## src/rtl/spi_int_ctrl_pkg.sv

```systemverilog
// spi_int_pkg: shared constants for the SPI bridge interrupt controller.
//   NSRC / DW     : number of interrupt sources and register data width
//   ADDR_*        : register-port address map
//   SRC_*         : bit index of each FIFO flag inside ENABLE/STATUS/MODE/RAW
package spi_int_pkg;

  localparam int NSRC = 4;
  localparam int DW   = 8;

  localparam logic [1:0] ADDR_ENABLE = 2'd0;
  localparam logic [1:0] ADDR_STATUS = 2'd1;
  localparam logic [1:0] ADDR_MODE   = 2'd2;
  localparam logic [1:0] ADDR_RAW    = 2'd3;

  localparam int SRC_TX_EMPTY = 0;
  localparam int SRC_TX_FULL  = 1;
  localparam int SRC_RX_EMPTY = 2;
  localparam int SRC_RX_FULL  = 3;

endpackage

```

## src/rtl/spi_int_ctrl_if.sv

```systemverilog
// spi_int_ctrl_if: simple register port between the APB decoder and the
// interrupt controller.
//   reg_wr    : write strobe, one cycle per write
//   reg_addr  : register select
//   reg_wdata : write data
//   reg_rdata : combinational read data for reg_addr
// master = APB decoder side, slave = interrupt controller side.
interface spi_int_ctrl_if #(
  parameter int DW = spi_int_pkg::DW
);

  logic          reg_wr;
  logic [1:0]    reg_addr;
  logic [DW-1:0] reg_wdata;
  logic [DW-1:0] reg_rdata;

  modport master (output reg_wr, output reg_addr, output reg_wdata, input reg_rdata);
  modport slave  (input reg_wr, input reg_addr, input reg_wdata, output reg_rdata);

endinterface

```

## src/rtl/spi_int_ctrl_src.sv

```systemverilog
// spi_int_src: one interrupt source.
//   clk, rst : clock, synchronous active-high reset
//   flag     : live FIFO flag
//   mode     : 0 = level, 1 = rising-edge trigger
//   clr      : write-1-to-clear strobe for this source
//   status   : sticky status bit
module spi_int_src (
  input  logic clk,
  input  logic rst,
  input  logic flag,
  input  logic mode,
  input  logic clr,
  output logic status
);

  logic flag_q;
  logic status_q;
  logic status_d;
  logic set;

  assign set = mode ? (flag & ~flag_q) : flag;

  // A set in the same cycle as a clear wins.
  always_comb begin
    status_d = status_q;
    if (clr) status_d = 1'b0;
    if (set) status_d = 1'b1;
  end

  // flag_q tracks the live flag in reset too, so a flag already high when
  // reset drops is not seen as a rising edge.
  always_ff @(posedge clk) begin
    flag_q <= flag;
    if (rst) status_q <= 1'b0;
    else     status_q <= status_d;
  end

  assign status = status_q;

endmodule

```

## src/rtl/spi_int_ctrl.sv

```systemverilog
// spi_int_ctrl: registered interrupt controller for the APB-to-SPI bridge.
//   clk, rst                     : clock, synchronous active-high reset
//   tx_empty/tx_full/
//   rx_empty/rx_full             : FIFO status flags (same clock domain)
//   bus (slave)                  : register port; 0 ENABLE, 1 STATUS (W1C),
//                                  2 MODE, 3 RAW (read-only live flags)
//   o_int                        : registered interrupt, |(STATUS & ENABLE)
//                                  delayed by one clock
module spi_int_ctrl #(
  parameter int NSRC = spi_int_pkg::NSRC,
  parameter int DW   = spi_int_pkg::DW
) (
  input  logic                 clk,
  input  logic                 rst,
  input  logic                 tx_empty,
  input  logic                 tx_full,
  input  logic                 rx_empty,
  input  logic                 rx_full,
  spi_int_ctrl_if.slave        bus,
  output logic                 o_int
);

  import spi_int_pkg::*;

  logic [NSRC-1:0] flags;
  logic [NSRC-1:0] enable_q, enable_d;
  logic [NSRC-1:0] mode_q, mode_d;
  logic [NSRC-1:0] clr;
  logic [NSRC-1:0] status;
  logic            int_q, int_d;

  always_comb begin
    flags               = '0;
    flags[SRC_TX_EMPTY] = tx_empty;
    flags[SRC_TX_FULL]  = tx_full;
    flags[SRC_RX_EMPTY] = rx_empty;
    flags[SRC_RX_FULL]  = rx_full;
  end

  // Write decode
  always_comb begin
    enable_d = enable_q;
    mode_d   = mode_q;
    clr      = '0;
    if (bus.reg_wr) begin
      case (bus.reg_addr)
        ADDR_ENABLE: enable_d = bus.reg_wdata[NSRC-1:0];
        ADDR_STATUS: clr      = bus.reg_wdata[NSRC-1:0];
        ADDR_MODE:   mode_d   = bus.reg_wdata[NSRC-1:0];
        default:     ;
      endcase
    end
  end

  assign int_d = |(status & enable_q);

  always_ff @(posedge clk) begin
    if (rst) begin
      enable_q <= '0;
      mode_q   <= '0;
      int_q    <= 1'b0;
    end else begin
      enable_q <= enable_d;
      mode_q   <= mode_d;
      int_q    <= int_d;
    end
  end

  for (genvar i = 0; i < NSRC; i++) begin : g_src
    spi_int_src u_src (
      .clk    (clk),
      .rst    (rst),
      .flag   (flags[i]),
      .mode   (mode_q[i]),
      .clr    (clr[i]),
      .status (status[i])
    );
  end

  // Read mux: reflects current register state, so a same-cycle write is not
  // visible until after the edge.
  always_comb begin
    bus.reg_rdata = '0;
    case (bus.reg_addr)
      ADDR_ENABLE: bus.reg_rdata[NSRC-1:0] = enable_q;
      ADDR_STATUS: bus.reg_rdata[NSRC-1:0] = status;
      ADDR_MODE:   bus.reg_rdata[NSRC-1:0] = mode_q;
      default:     bus.reg_rdata[NSRC-1:0] = flags;
    endcase
  end

  assign o_int = int_q;

endmodule

```

## src/flat_wrapper.sv

```systemverilog
// flat-port wrapper written by rule: the top's interface ports become plain ports
module spi_int_ctrl_flat import spi_int_pkg::*;
#(
  parameter int NSRC = spi_int_pkg::NSRC,
  parameter int DW   = spi_int_pkg::DW
)
  (clk, rst, tx_empty, tx_full, rx_empty, rx_full, o_int, bus_reg_wr, bus_reg_addr, bus_reg_wdata, bus_reg_rdata);
  spi_int_ctrl_if #(.DW(DW)) bus_i ();
  input  logic clk;
  input  logic rst;
  input  logic tx_empty;
  input  logic tx_full;
  input  logic rx_empty;
  input  logic rx_full;
  output logic o_int;
  input wire logic [$bits(bus_i.reg_wr)-1:0] bus_reg_wr;
  input wire logic [$bits(bus_i.reg_addr)-1:0] bus_reg_addr;
  input wire logic [$bits(bus_i.reg_wdata)-1:0] bus_reg_wdata;
  output wire logic [$bits(bus_i.reg_rdata)-1:0] bus_reg_rdata;
  assign bus_i.reg_wr = bus_reg_wr;
  assign bus_i.reg_addr = bus_reg_addr;
  assign bus_i.reg_wdata = bus_reg_wdata;
  assign bus_reg_rdata = bus_i.reg_rdata;
  spi_int_ctrl #(.NSRC(NSRC), .DW(DW)) u_core (.clk(clk), .rst(rst), .tx_empty(tx_empty), .tx_full(tx_full), .rx_empty(rx_empty), .rx_full(rx_full), .bus(bus_i), .o_int(o_int));
endmodule
```

## config.mk

```make
export PLATFORM = sky130hd
export DESIGN_NAME = spi_int_ctrl_flat
export DESIGN_NICKNAME = d
export VERILOG_FILES = /design/src/rtl/spi_int_ctrl_pkg.sv /design/src/rtl/spi_int_ctrl_if.sv /design/src/rtl/spi_int_ctrl_src.sv /design/src/rtl/spi_int_ctrl.sv /design/src/flat_wrapper.sv
export SDC_FILE = /design/constraint.sdc
export NUM_CORES = 1
export LEC_CHECK = 0
export CAP_MARGIN = 40
export CORE_MARGIN = 4
export CORE_UTILIZATION = 42
export DETAILED_ROUTE_END_ITERATION = 8
export PLACE_DENSITY_LB_ADDON = 0.05
export SKIP_CTS_REPAIR_TIMING = 1
export SYNTH_ARGS = -nofsm -noshare
export SYNTH_HDL_FRONTEND = slang
export SYNTH_SLANG_ARGS = --single-unit
```

## constraint.sdc

```tcl
create_clock -name clk -period 1.2 [get_ports clk]
set_clock_uncertainty 0.1 [all_clocks]
set_input_delay 0.24 -clock clk [delete_from_list [all_inputs] [get_ports clk]]
set_output_delay 0.24 -clock clk [all_outputs]
set_load 0.1 [all_outputs]
```

==> results by group <==
Floorplan
  – DIE AREA: 2710 sq um
  – Cell row count: 15
  – I/O Pins: 26
  – Die Y: 52.0 um
  – Starting Density: 0.457
  – Die width: 52.0 um
  – Total core area: about 1800 sq um

Outcome
  – Outcome: finished, violations left
  – Failing checks: setup timing

STA
  – Max-slew violations: 0
  – Hold Violations, Final: 0
  – RSZ-0062 raised after global routing: true
  – Setup violations, final: 4
  – Fmax achieved: 611 MHz
  – Fin crit share: 1.36
  – Final WS setup: -438 ps
  – Min cycle time layout: ~1600 ps

Route
  – 1st-iter DRT viols: 13
  – Via Count: just under 700
  – First-pass DRT Iterations: 4
  – DRC Markers: 0
  – Drt total wl: between 1500 and 2000 um
  – Via/cell ratio: 4.84
  – WL/cell: around 14 um
  – Routed Antenna Nets: 0

Place
  – RePlAce Congestion: slightly below 0.8
  – # port buffers: 17
  – DP HPWL: between 1500 and 2000 um
  – DP Worst Slack: -746 ps

Global routing
  – Initial antenna violation count: 0
  – GR Util All Layers: 0.160
  – Number of global-route vias before repair: between 600 and 700
  – Largest net degree at the start of global routing: 10
  – Remaining global-route overflow: 0
  – First-pass GRT wire length: around 3100 um

Clock network
  – CTS Sinks: 17
  – Max clock buf depth: 2
  – # H-tree levels: 1
  – Worst-path clk slew: 100 ps
  – TritonCTS clock tree: done
  – CTS buffer count: 3
  – Root Buffer Master: clkbuf_4
  – Clk_lat worst skew: between 200 and 300 ps

Logic synthesis
  – Warnings, synthesis: 0
  – Top FF cell, synth: dfxtp_1
  – Mapped Cells: around 70
  – Seq/Total Area, Yosys: 0.418
  – Avg Inst Size Synth: between 10 and 15 sq um
  – Asr flop ratio synth: 0
  – #FFs+latches synth: 17
  – Cell variety after synth: 16
  – EDFF count, synth: 0
  – Syn Std Cell Area: between 800 and 900 sq um

Critical path
  – Worst Setup Path Type: flop to output pin
  – Slowest CP cell: mux4_2
  – Setup crit start kind: flop
  – Critical Path RT: roughly 860 ps
  – Arrival @ worst endpoint: about 1300 ps
  – Crit-path max cell delay: slightly below 500 ps
  – Worst setup EP type: output pin
  – Worst-path cell chain: mux4_2, buf_12
  – CP max FO: 2

Cells and area
  – Area grow syn2layout: 57.3%
  – Final core utilization: 0.719
  – Ant diodes: 0
  – Final #Nets: between 100 and 150
  – Most common cell after layout, fill and taps aside: buf_4
  – Layout cells sized above 1: 0.397
  – Most frequent cells in the layout: buf_4 (27), nand2b_1 (12), dfxtp_1 (11)

Min path
  – Worst hold path class: input port to flop

Pwr
  – Max IR drop VDD: 0.750 mV
  – Leak: 0.000598 uW
  – P per Cell Area: between 1000 and 1500 nW/um^2

Job
  – Max_cap viols: 0
-- metrics by stage --
step	hold WS (ps)	TNS (ps)	cell area (sq um)	power (uW)	instances
finish	82.9	-1720	1280	1360	141
global route	81.1	-1930	1280	1430	141
CTS	343	-4970	1230	1370	138
detailed placement	400	-8680	1210	1060	134
global placement	384	-8280	1210	1060	134
floorplan	168	-987	845	895	74
-- cell families (layout without fill, tap and decap cells) --
group | after synthesis | count (layout) | synth area share
other | 1 | 4 | 0.00460
AOI/OAI and AO/OA | 7 | 7 | 0.0737
DFF | 17 | 17 | 0.418
muxes | 12 | 12 | 0.209
buffers and inverters | 8 | 50 | 0.0783
and+or+nand+nor | 26 | 26 | 0.217
-- layout make-up --
class / count / area, sq um
Tap cell: 25 / 31.3
Timing Repair Buffer: 45 / 450
Sequential cell: 17 / 348
Inverter: 1 / 3.75
Multi-Input combinational cell: 49 / 422
Fill cell: 139 / 502
Clock buffer: 4 / 26.3
-- critical path: cells and delay by family, from the launching register on --
family | cells | cell delay (ps)
buffers and inverters | 1 | 190
DFF | 1 | 330
muxes | 1 | 490
-- worst paths after layout --
| kind | start | endpoint | slack, ps | cells past startpoint |
|---|---|---|---|---|
| hold reg to reg | u_core.g_src[1].u_src.flag_q | u_core.g_src[1].u_src.status | 430 | 2 |
| setup reg to reg | u_core.g_src[3].u_src.status | u_core.g_src[3].u_src.status | 220 | 3 |
| setup / recovery | u_core.mode_q[1] | bus_reg_rdata[1] | -440 | 2 |
| hold / removal | rx_full | u_core.g_src[3].u_src.flag_q | 80 | 2 |
-- registers in the layout, summed over array words and instances, names as in the netlist --
| name | flops |
|---|---|
| u_core.g_src.u_src.status | 4 |
| u_core.o_int | 1 |
| u_core.mode_q | 4 |
| u_core.enable_q | 4 |
| u_core.g_src.u_src.flag_q | 4 |
-- power breakdown --
group          internal, uW  switching, uW  total, uW
Sequential              597           14.2        611
Clock                   129            173        303
Combinational           199            247        445
-- metal layers --
metal,up-vias,global-route usage,share of wire
li1,341,-,-
met1,322,0.190,0.44
met2,17,0.276,0.50
met3,2,0.0516,0.050
met4,0,0.0393,0.0073
met5,-,0,0
-- cells in the mapped netlist, types with 2 or more instances --
| cell type | instances | area [sq um] |
|---|---|---|
| dfxtp_1 | 17 | 340 |
| nand2b_1 | 12 | 75.1 |
| mux2i_1 | 8 | 80.1 |
| buf_4 | 5 | 37.5 |
| a32o_1 | 4 | 40.0 |
| mux4_2 | 4 | 90.1 |
| nand2_1 | 4 | 15.0 |
| nand4b_1 | 4 | 35.0 |
| nor2b_1 | 4 | 25.0 |
| a22oi_1 | 2 | 15.0 |
| buf_6 | 2 | 22.5 |
Note: power is estimated with default switching activity, not from simulation.
